==> src/rtl/player_cmd_pkg.sv <==
// Shared definitions for the player command scheduler.
// Holds the instruction field widths, opcodes, direction codes, the
// arbitration FSM state enum and a helper that packs an instruction word.
package player_cmd_pkg;

    localparam int OP_W  = 4;
    localparam int ARG_W = 8;
    localparam int CMD_W = 16;

    localparam logic [OP_W-1:0] OP_HPY = 4'b0001;
    localparam logic [OP_W-1:0] OP_DPY = 4'b0010;
    localparam logic [OP_W-1:0] OP_MOV = 4'b0101;

    localparam logic [1:0] DIR_UP    = 2'd0;
    localparam logic [1:0] DIR_LEFT  = 2'd1;
    localparam logic [1:0] DIR_DOWN  = 2'd2;
    localparam logic [1:0] DIR_RIGHT = 2'd3;

    typedef enum logic {
        ST_IDLE = 1'b0,
        ST_HOLD = 1'b1
    } sched_state_e;

    // Instruction word layout: {op, arg, 4'b0000}
    function automatic logic [CMD_W-1:0] make_cmd(input logic [OP_W-1:0]  op,
                                                  input logic [ARG_W-1:0] arg);
        return {op, arg, 4'b0000};
    endfunction

endpackage

==> src/rtl/cmd_fifo.sv <==
// Hit-event FIFO: synchronous, first-in first-out, DEPTH entries of W bits.
// Ports:
//   clk, rst_n    clock, async active-low reset
//   push, wdata   write request/data (ignored when full or flushing)
//   pop, rdata    read request; rdata shows the head combinationally
//   flush         empties the FIFO on the next edge, overrides push/pop
//   full, empty   occupancy flags, derived from the registered count
module cmd_fifo #(
    parameter int DEPTH = 4,
    parameter int W     = 9
) (
    input  logic         clk,
    input  logic         rst_n,
    input  logic         push,
    input  logic [W-1:0] wdata,
    input  logic         pop,
    input  logic         flush,
    output logic [W-1:0] rdata,
    output logic         full,
    output logic         empty
);

    localparam int AW = $clog2(DEPTH);

    logic [W-1:0]  mem [DEPTH];
    logic [AW-1:0] wr_ptr;
    logic [AW-1:0] rd_ptr;
    logic [AW:0]   count;
    logic          do_push;
    logic          do_pop;

    assign full    = (count == (AW+1)'(DEPTH));
    assign empty   = (count == '0);
    // A push coinciding with a pop while full is refused: full is the
    // pre-edge state, so the write side never sees the freed slot early.
    assign do_push = push & ~full & ~flush;
    assign do_pop  = pop & ~empty & ~flush;
    assign rdata   = mem[rd_ptr];

    always_ff @(posedge clk or negedge rst_n) begin
        if (!rst_n) begin
            wr_ptr <= '0;
            rd_ptr <= '0;
            count  <= '0;
        end else if (flush) begin
            wr_ptr <= '0;
            rd_ptr <= '0;
            count  <= '0;
        end else begin
            if (do_push) wr_ptr <= wr_ptr + 1'b1;
            if (do_pop)  rd_ptr <= rd_ptr + 1'b1;
            case ({do_push, do_pop})
                2'b10:   count <= count + 1'b1;
                2'b01:   count <= count - 1'b1;
                default: count <= count;
            endcase
        end
    end

    // Storage needs no reset; the pointers define what is valid.
    always_ff @(posedge clk) begin
        if (do_push) mem[wr_ptr] <= wdata;
    end

endmodule

==> src/rtl/player_cmd_sched.sv <==
// Player command scheduler: shares the player-update datapath between
// movement and hit events, issuing one instruction at a time over a
// valid/ready handshake. Hits queue in a FIFO, moves coalesce into one slot,
// hits win arbitration unless a pending move has waited STARVE hit grants.
// Ports:
//   mv_valid/mv_dir                      move request, latest direction wins
//   hit_valid/hit_heal/hit_amt/hit_ready hit event push, ready = FIFO not full
//   flush                                drop queued hits, pending move, starve count
//   cmd_valid/cmd/cmd_ready              instruction handshake
//   drop_cnt                             saturating count of hits lost to a full FIFO
//
// state   | meaning
// ST_IDLE | no instruction presented; pick hit or move to load
// ST_HOLD | cmd_valid high, cmd held until cmd_ready
module player_cmd_sched
    import player_cmd_pkg::*;
#(
    parameter int         DEPTH    = 4,
    parameter int         STARVE   = 3,
    parameter logic [7:0] HEAL_AMT = 8'd10
) (
    input  logic             clk,
    input  logic             rst_n,
    input  logic             mv_valid,
    input  logic [1:0]       mv_dir,
    input  logic             hit_valid,
    input  logic             hit_heal,
    input  logic [7:0]       hit_amt,
    output logic             hit_ready,
    input  logic             flush,
    output logic             cmd_valid,
    output logic [CMD_W-1:0] cmd,
    input  logic             cmd_ready,
    output logic [7:0]       drop_cnt
);

    localparam int SW = $clog2(STARVE + 1);

    sched_state_e     state_q, state_d;
    logic [CMD_W-1:0] cmd_q, cmd_d;
    logic             mv_pend_q;
    logic [1:0]       mv_dir_q;
    logic [SW-1:0]    starve_q;
    logic [7:0]       drop_q;

    logic             hit_evt;
    logic             fifo_full;
    logic             fifo_empty;
    logic [8:0]       fifo_head;
    logic             grant_hit;
    logic             grant_mv;

    // Zero-amount damage is a no-op for the player, so it is not even an event.
    assign hit_evt = hit_valid & ~flush & (hit_heal | (hit_amt != 8'd0));

    cmd_fifo #(
        .DEPTH (DEPTH),
        .W     (9)
    ) u_fifo (
        .clk   (clk),
        .rst_n (rst_n),
        .push  (hit_evt),
        .wdata ({hit_heal, hit_amt}),
        .pop   (grant_hit),
        .flush (flush),
        .rdata (fifo_head),
        .full  (fifo_full),
        .empty (fifo_empty)
    );

    always_comb begin
        state_d   = state_q;
        cmd_d     = cmd_q;
        grant_hit = 1'b0;
        grant_mv  = 1'b0;
        case (state_q)
            ST_IDLE: begin
                // No grant during flush: the FIFO entry or move would be
                // discarded in the same edge.
                if (!flush) begin
                    if (!fifo_empty && (!mv_pend_q || starve_q < SW'(STARVE))) begin
                        grant_hit = 1'b1;
                        cmd_d     = fifo_head[8] ? make_cmd(OP_HPY, HEAL_AMT)
                                                 : make_cmd(OP_DPY, fifo_head[7:0]);
                        state_d   = ST_HOLD;
                    end else if (mv_pend_q) begin
                        grant_mv = 1'b1;
                        cmd_d    = make_cmd(OP_MOV, {6'b0, mv_dir_q});
                        state_d  = ST_HOLD;
                    end
                end
            end
            ST_HOLD: begin
                if (cmd_ready) state_d = ST_IDLE;
            end
            default: state_d = ST_IDLE;
        endcase
    end

    always_ff @(posedge clk or negedge rst_n) begin
        if (!rst_n) begin
            state_q   <= ST_IDLE;
            cmd_q     <= '0;
            mv_pend_q <= 1'b0;
            mv_dir_q  <= DIR_UP;
            starve_q  <= '0;
            drop_q    <= '0;
        end else begin
            state_q <= state_d;
            cmd_q   <= cmd_d;

            // A new request in the same cycle a MOV is loaded re-arms the slot.
            if (flush) begin
                mv_pend_q <= 1'b0;
            end else if (mv_valid) begin
                mv_pend_q <= 1'b1;
                mv_dir_q  <= mv_dir;
            end else if (grant_mv) begin
                mv_pend_q <= 1'b0;
            end

            if (flush || grant_mv || (grant_hit && !mv_pend_q)) begin
                starve_q <= '0;
            end else if (grant_hit) begin
                starve_q <= starve_q + 1'b1;
            end

            if (hit_evt && fifo_full && drop_q != 8'hFF) begin
                drop_q <= drop_q + 1'b1;
            end
        end
    end

    assign cmd_valid = (state_q == ST_HOLD);
    assign cmd       = cmd_q;
    assign hit_ready = ~fifo_full;
    assign drop_cnt  = drop_q;

endmodule

==> config.mk <==
export PLATFORM = sky130hd
export DESIGN_NAME = player_cmd_sched
export DESIGN_NICKNAME = d
export VERILOG_FILES = /design/src/rtl/player_cmd_pkg.sv /design/src/rtl/cmd_fifo.sv /design/src/rtl/player_cmd_sched.sv
export SDC_FILE = /design/constraint.sdc
export NUM_CORES = 1
export LEC_CHECK = 0
export CAP_MARGIN = 20
export CORE_MARGIN = 2
export CORE_UTILIZATION = 30
export DETAILED_ROUTE_END_ITERATION = 8
export GPL_TIMING_DRIVEN = 0
export PLACE_DENSITY = 0.47
export SLEW_MARGIN = 40
export SYNTH_ARGS = -nofsm -noshare
export SYNTH_HDL_FRONTEND = slang
export SYNTH_HIERARCHICAL = 1
export SYNTH_SLANG_ARGS = --single-unit
==> constraint.sdc <==
create_clock -name clk -period 2.4 [get_ports clk]
set_input_delay 0.6 -clock clk [delete_from_list [all_inputs] [get_ports clk]]
set_output_delay 0.6 -clock clk [all_outputs]
set_load 0.005 [all_outputs]
== Yosys cells after proc, flatten, opt, wreduce, memory -nomap -nowiden ==
Memories as Yosys holds them, arrays and structs flattened.
Index checks and enable logic that the tools add are counted.

* Add/sub/neg operators: 6
* Order comparisons: 1
* Equal/unequal tests: 4
* Muxes and demuxes: 27
* Bitwise operators: 11
* Reduce and logical (&&, ||, !) cells: 19

{| class="wikitable"
|+ Operators with widths
! operator !! count
|-
| 2-to-1 mux 16 bit || 2
|-
| 2-to-1 mux 1 bit || 15
|-
| 2-to-1 mux 14 bit || 1
|-
| 2-to-1 mux 2 bit || 6
|-
| adder 8 x 1 -> 8 bit (second input constant) || 1
|-
| inequality test 8 bit (second input constant) || 1
|-
| nonzero test 2 bit || 4
|-
| nonzero test 8 bit || 1
|-
| adder 2 x 1 -> 2 bit (second input constant) || 3
|-
| bitwise AND 1 bit || 6
|-
| case mux 3 bit (2 select lines) || 1
|-
| nonzero test 3 bit || 2
|-
| logical AND 1 bit || 4
|-
| inverter 1 bit || 4
|-
| adder 3 x 1 -> 3 bit (second input constant) || 1
|-
| == test 3 bit (second input constant) || 1
|-
| zero test 3 bit || 1
|-
| logical OR 1 bit || 3
|-
| 2-to-1 mux 3 bit || 1
|-
| AND reduction 3 bit || 1
|-
| subtractor 3 x 1 -> 3 bit (second input constant) || 1
|-
| == test 2 x 1 -> 1 bit (second input constant) || 1
|-
| == test 2 bit (second input constant) || 1
|-
| zero test 1 bit || 2
|-
| other kinds (4) || 4
|}

* Register bits: 37
* RAM bits: 36
* Word-level logic and storage cells: 78
* Memories: 1

{| class="wikitable"
|+ Memory list
! name !! depth !! width !! rd ports !! clocked after Yosys merged registers in !! write ports !! line !! text
|-
| u_fifo.mem || 4 || 9 || 1 || 0 || 1 || cmd_fifo.sv:25 || <nowiki>logic [W-1:0] mem [DEPTH];</nowiki>
|}

== Depth between registers and ports, before layout ==
* Word-level depth: 11
* Mapped depth: 12
* Gate-level depth less buffers: 10

== By module ==
Netlist, hierarchy kept.

{| class="wikitable"
|+ Modules (own cells, without submodules)
! module !! times used !! cells an instance !! area each (um2) !! seq. area each (um2)
|-
| cmd_fifo || 1 || 111 || 1848.0 || 1256.2
|-
| player_cmd_sched || 1 || 109 || 1181.1 || 625.6
|}

== Worst setup path before layout ==
No wires, ideal clock.

* Path type: input port to flip-flop
* From: input hit_amt[2]
* To: register u_fifo.count[1]
* Data arrival time: 2692 ps
* Slack: -429 ps
* Cell stages on the path: 11
* Buffers on the path: 1
* Cells stage by stage: or4_4 > o31ai_4 > inv_1 > buf_2 > o21a_1 > nor3_1 > fa_1 > inv_1 > a311oi_1 > a21oi_1 > a211oi_1

* Word-level cells in the longest chain between the ends: 8
* Elaborated cells between the ends (all ways): 10
* Classes of those cells: eq/ne: 2; mux: 2; bitwise: 4; reduce/logical: 2

{| class="wikitable"
|+ RTL lines
! element !! line !! text
|-
| from (decl) || player_cmd_sched.sv:28 || <nowiki>input logic [7:0] hit_amt,</nowiki>
|-
| nonzero test 8 bit (*) || player_cmd_sched.sv:54 || <nowiki>assign hit_evt = hit_valid & ~flush & (hit_heal | (hit_amt != 8'd0));</nowiki>
|-
| OR 1 bit (*) || player_cmd_sched.sv:54 ||
|-
| bitwise AND 1 bit (*) || player_cmd_sched.sv:54 ||
|-
| net hit_evt || player_cmd_sched.sv:46 || <nowiki>logic hit_evt;</nowiki>
|-
| bitwise AND 1 bit (*) (2 in series) || cmd_fifo.sv:36 || <nowiki>assign do_push = push & ~full & ~flush;</nowiki>
|-
| == test 2 x 1 -> 1 bit or == test 2 bit (tied branches) || cmd_fifo.sv:52 || <nowiki>case ({do_push, do_pop})</nowiki>
|-
| case mux 3 bit (2 select lines) || cmd_fifo.sv:52 ||
|-
| 2-to-1 mux 3 bit || cmd_fifo.sv:45 || <nowiki>end else if (flush) begin</nowiki>
|-
| to (signal assigned) || cmd_fifo.sv:53 || <nowiki>2'b10: count <= count + 1'b1;</nowiki>
|-
| to (signal assigned) || cmd_fifo.sv:54 || <nowiki>2'b01: count <= count - 1'b1;</nowiki>
|-
| to (signal assigned) || cmd_fifo.sv:55 || <nowiki>default: count <= count;</nowiki>
|-
| to (decl) || cmd_fifo.sv:28 || <nowiki>logic [AW:0] count;</nowiki>
|}

Mark *: on every way through the listed nets, which the timed path passes. The rest lies on a longest branch.
A chain may end at the register's enable or synchronous reset.

== Worst setup path after layout ==
* From: input hit_amt[7]
* To: register u_fifo.count[1]

The elaborated chain is that of the path after synthesis.

==> results.tsv <==
stage	metric	value	unit
logic_synthesis	syn_area	0.00303	mm²
clock_tree	clkSinkCount	68	
critical_path	worstPathArrival	2.79	ns
critical_path	worst-path-max-fanout	2	
drt	vias	1922	
critical_path	path_class	in2reg	
critical_path	slowest_delay	0.56	ns
clock_tree	clkTransAtPathRegs	0.08	ns
timing	setup_tns	-0.710	ns
critical_path	cp.depth	12	
power	p_int	2.10	mW
drt	wl	6.24	mm
die	initial_utilization	0.310	
logic_synthesis	synth_cell_type_count	49	
global_routing	grt_pass1_vias	1923	
status	failed_checks	negative setup slack	
critical_path	end_kind	flip-flop	
power	p_clk_frac	0.364	
cells_and_area	syn_to_final_growth	29.6	%
power	powerDensity	699	mW/mm²
timing	fmax	387	MHz
timing	rsz0062_at_grt	true	
global_routing	antenna_found_initial	0	
global_routing	overflow	0	
clock_tree	clock_latency	0.33	ns
logic_synthesis	synth_edf_count	36	
clock_tree	cts_max_level	3	
critical_path	cp.buffers_inverters	4	
critical_path	cp_slowest_cell	or4_4	
drt	route.detailed.drc	0	
drt	routed.top_layer	met4	
critical_path	critPathLaunchType	primary input	
power	pwr-share-seq	0.498	
power	p_leak	1.56	nW
cells_and_area	drive_above_1_share	0.255	
status	status	finished, violations left	
critical_path	worstReg2RegStart	u_fifo/count[2]	
placement	portBuffers	36	
drt	dr_wl_met3	311	µm
timing	setup_slack	-0.184	ns
timing	fin_skew	0.0105	ns
die	ioPinCount	43	
timing	slew_headroom	0.566	
cells_and_area	n_antenna_cell	0	
logic_synthesis	ys_ff_latch	68	
timing	drv_slew	0	
hold_path	hold_class	in2async	
placement	pre_cts_ws	-1.13	ns
placement	place_hpwl	4.14	mm
drt	ant_nets	0	
cells_and_area	layout_common_cells	edfxtp_1, dfrtp_1, clkdlybuf4s50_1	
die	die_area	0.0109	mm²
power	p_sw	641	µW
clock_tree	ctsLongestPathBuffers	2	
power	p_comb_frac	0.138	
timing	min_period	2.58	ns
critical_path	cpMostUsedCell	inv_2	
clock_tree	cts-root-buf	clkbuf_8	
clock_tree	cts_tree	built	
cells_and_area	fin_cells	419	
critical_path	r2r_cells	12	
die	die_x	104	µm
timing	finalSetupViolCount	11	
critical_path	path_delay_family	simple AND/OR/NAND/NOR gates	
logic_synthesis	syn_avg_cell_area	13.8	µm²
job	maxCapViolations	0	
critical_path	rrSetupSlack	-0.10	ns
timing	timing_hold_violations_final	0	
global_routing	grt_pass1_wl	10.3	mm
placement	gp_congestion	0.760	
cells_and_area	design_area	0.00393	mm²
global_routing	grt_util_all_layers	0.122	
power	total_power	2.74	mW
die	num_rows	36	
logic_synthesis	ys_seq_area_frac	0.621	
cells_and_area	final_nets	305	
logic_synthesis	yosys_warnings	6	
logic_synthesis	synth-async-reset-ratio	0.471	
placement	placed_area	0.00358	mm²
power	swShare	0.234	
critical_path	reg2reg_to	u_fifo/count[1]	
global_routing	grt_max_degree	33	
clock_tree	cts_buffers	9	
cells_and_area	final_util	0.402	
power	peakVddDrop	255	µV
die	core_area	0.00977	mm²
drt	met1Wirelength	2.79	mm
drt	routed-wl-met2	3.07	mm
logic_synthesis	synthFlopType	edfxtp_1	
placement	place_inst	393	
drt	drtPass1Iterations	4	
drt	via_per_inst	4.59	
clock_tree	cts_hold_buffers	0	
timing	period_share	1.08	
critical_path	required	2.60	ns
cells_and_area	layout_commonest_cell	edfxtp_1	
drt	drtIter0Drc	134	
critical_path	worstPathCellList	buf_8 > or4_4 > o31ai_4 > inv_2 > buf_6 > o21a_1 > nor3_2 > fa_1 > inv_2 > a311oi_1 > a21oi_1 > a211oi_1	
timing	hold_ws	0.197	ns
timing	worstMarginPinSlew	0.651	ns
drt	wl_per_cell	14.9	µm
die	die_h	104	µm
logic_synthesis	postSynthCellCount	220	
==> cell usage after synthesis, types with 3 or more instances <==
master	number	area, µm²
a21o_1	3	22.5
nand2b_1	6	37.5
mux4_2	9	203
buf_4	7	52.6
clkbuf_1	3	11.3
o21ai_0	9	45.0
and2_1	4	25.0
nand2_1	13	48.8
nor2_1	10	37.5
xor2_1	9	78.8
dfrtp_1	32	801
ha_1	6	75.1
edfxtp_1	36	1080
nor2b_1	3	18.8
inv_1	9	33.8
buf_2	4	20.0
a22o_1	6	52.6
nor3_1	8	40.0
a21oi_1	8	40.0
==> timing repair <==
action	CTS	global route
hold endpoints to repair	0	0
pin swaps	9	6
setup buffers	8	2
cloned	0	0
resized for setup	43	8
endpoints found under the setup margin	42	40
==> layer usage <==
metal / vias to the layer above / global-route usage
li1: 916 / -
met3: 6 / 0.0370
met1: 950 / 0.155
met5: - / 0
met2: 50 / 0.200
met4: 0 / 0.0405
==> worst max path at each step <==
stage                    start              end
floorplan           hit_amt[2]  u_fifo/count[1]
global placement    hit_amt[5]  u_fifo/count[1]
detailed placement  hit_amt[5]  u_fifo/count[1]
CTS                 hit_amt[7]  u_fifo/count[1]
global route        hit_amt[7]  u_fifo/count[1]
finish              hit_amt[7]  u_fifo/count[1]
==> logic make-up after synthesis <==
kind of cell / Yosys count / synth area share
multiplexers: 13 / 0.0826
other: 1 / 0.00124
AND/OR/NAND/NOR: 59 / 0.106
flip-flops: 68 / 0.621
XOR/XNOR: 10 / 0.0289
adder cells (fa/ha/maj): 7 / 0.0314
AO/OA/AOI/OAI: 39 / 0.0900
buffers and inverters: 23 / 0.0388
==> cell type report <==
| cell class | count | area [µm²] |
|---|---|---|
| sequential | 68 | 1880 |
| buffer | 14 | 92.6 |
| fill | 962 | 5850 |
| inverter | 9 | 33.8 |
| clock inverter | 3 | 43.8 |
| multi-input combinational | 133 | 1110 |
| timing repair buffer | 46 | 427 |
| tap | 133 | 166 |
| clock buffer | 13 | 170 |
==> power groups by stage <==
stage / logic (mW) / clock network [mW] / registers [mW]
after floorplan: 0.155 / 0 / 1.38
after global placement: 0.355 / 0 / 1.39
after detailed placement: 0.359 / 0 / 1.39
after CTS: 0.374 / 1.04 / 1.37
after global routing: 0.417 / 1.08 / 1.38
final: 0.378 / 0.999 / 1.37
==> flip-flops by register name, summed over array words and instances, names as in the netlist <==
| register | flops |
|---|---|
| mv_dir_q | 2 |
| u_fifo/mem | 36 |
| u_fifo/wr_ptr | 2 |
| u_fifo/count | 3 |
| u_fifo/rd_ptr | 2 |
| cmd | 11 |
| starve_q | 2 |
| mv_pend_q | 1 |
| drop_cnt | 8 |
| cmd_valid | 1 |
==> worst reg2reg max path, stage by stage (launching register included) <==
cell,delay (ns)
dfrtp_1,0.35
buf_2,0.19
nor3_4,0.24
a21o_4,0.15
nor3_4,0.05
buf_4,0.20
nand2b_1,0.12
nor3_2,0.07
fa_1,0.52
inv_2,0.04
a311oi_1,0.23
a21oi_1,0.10
a211oi_1,0.16
Power figures use the tool's default switching activity.
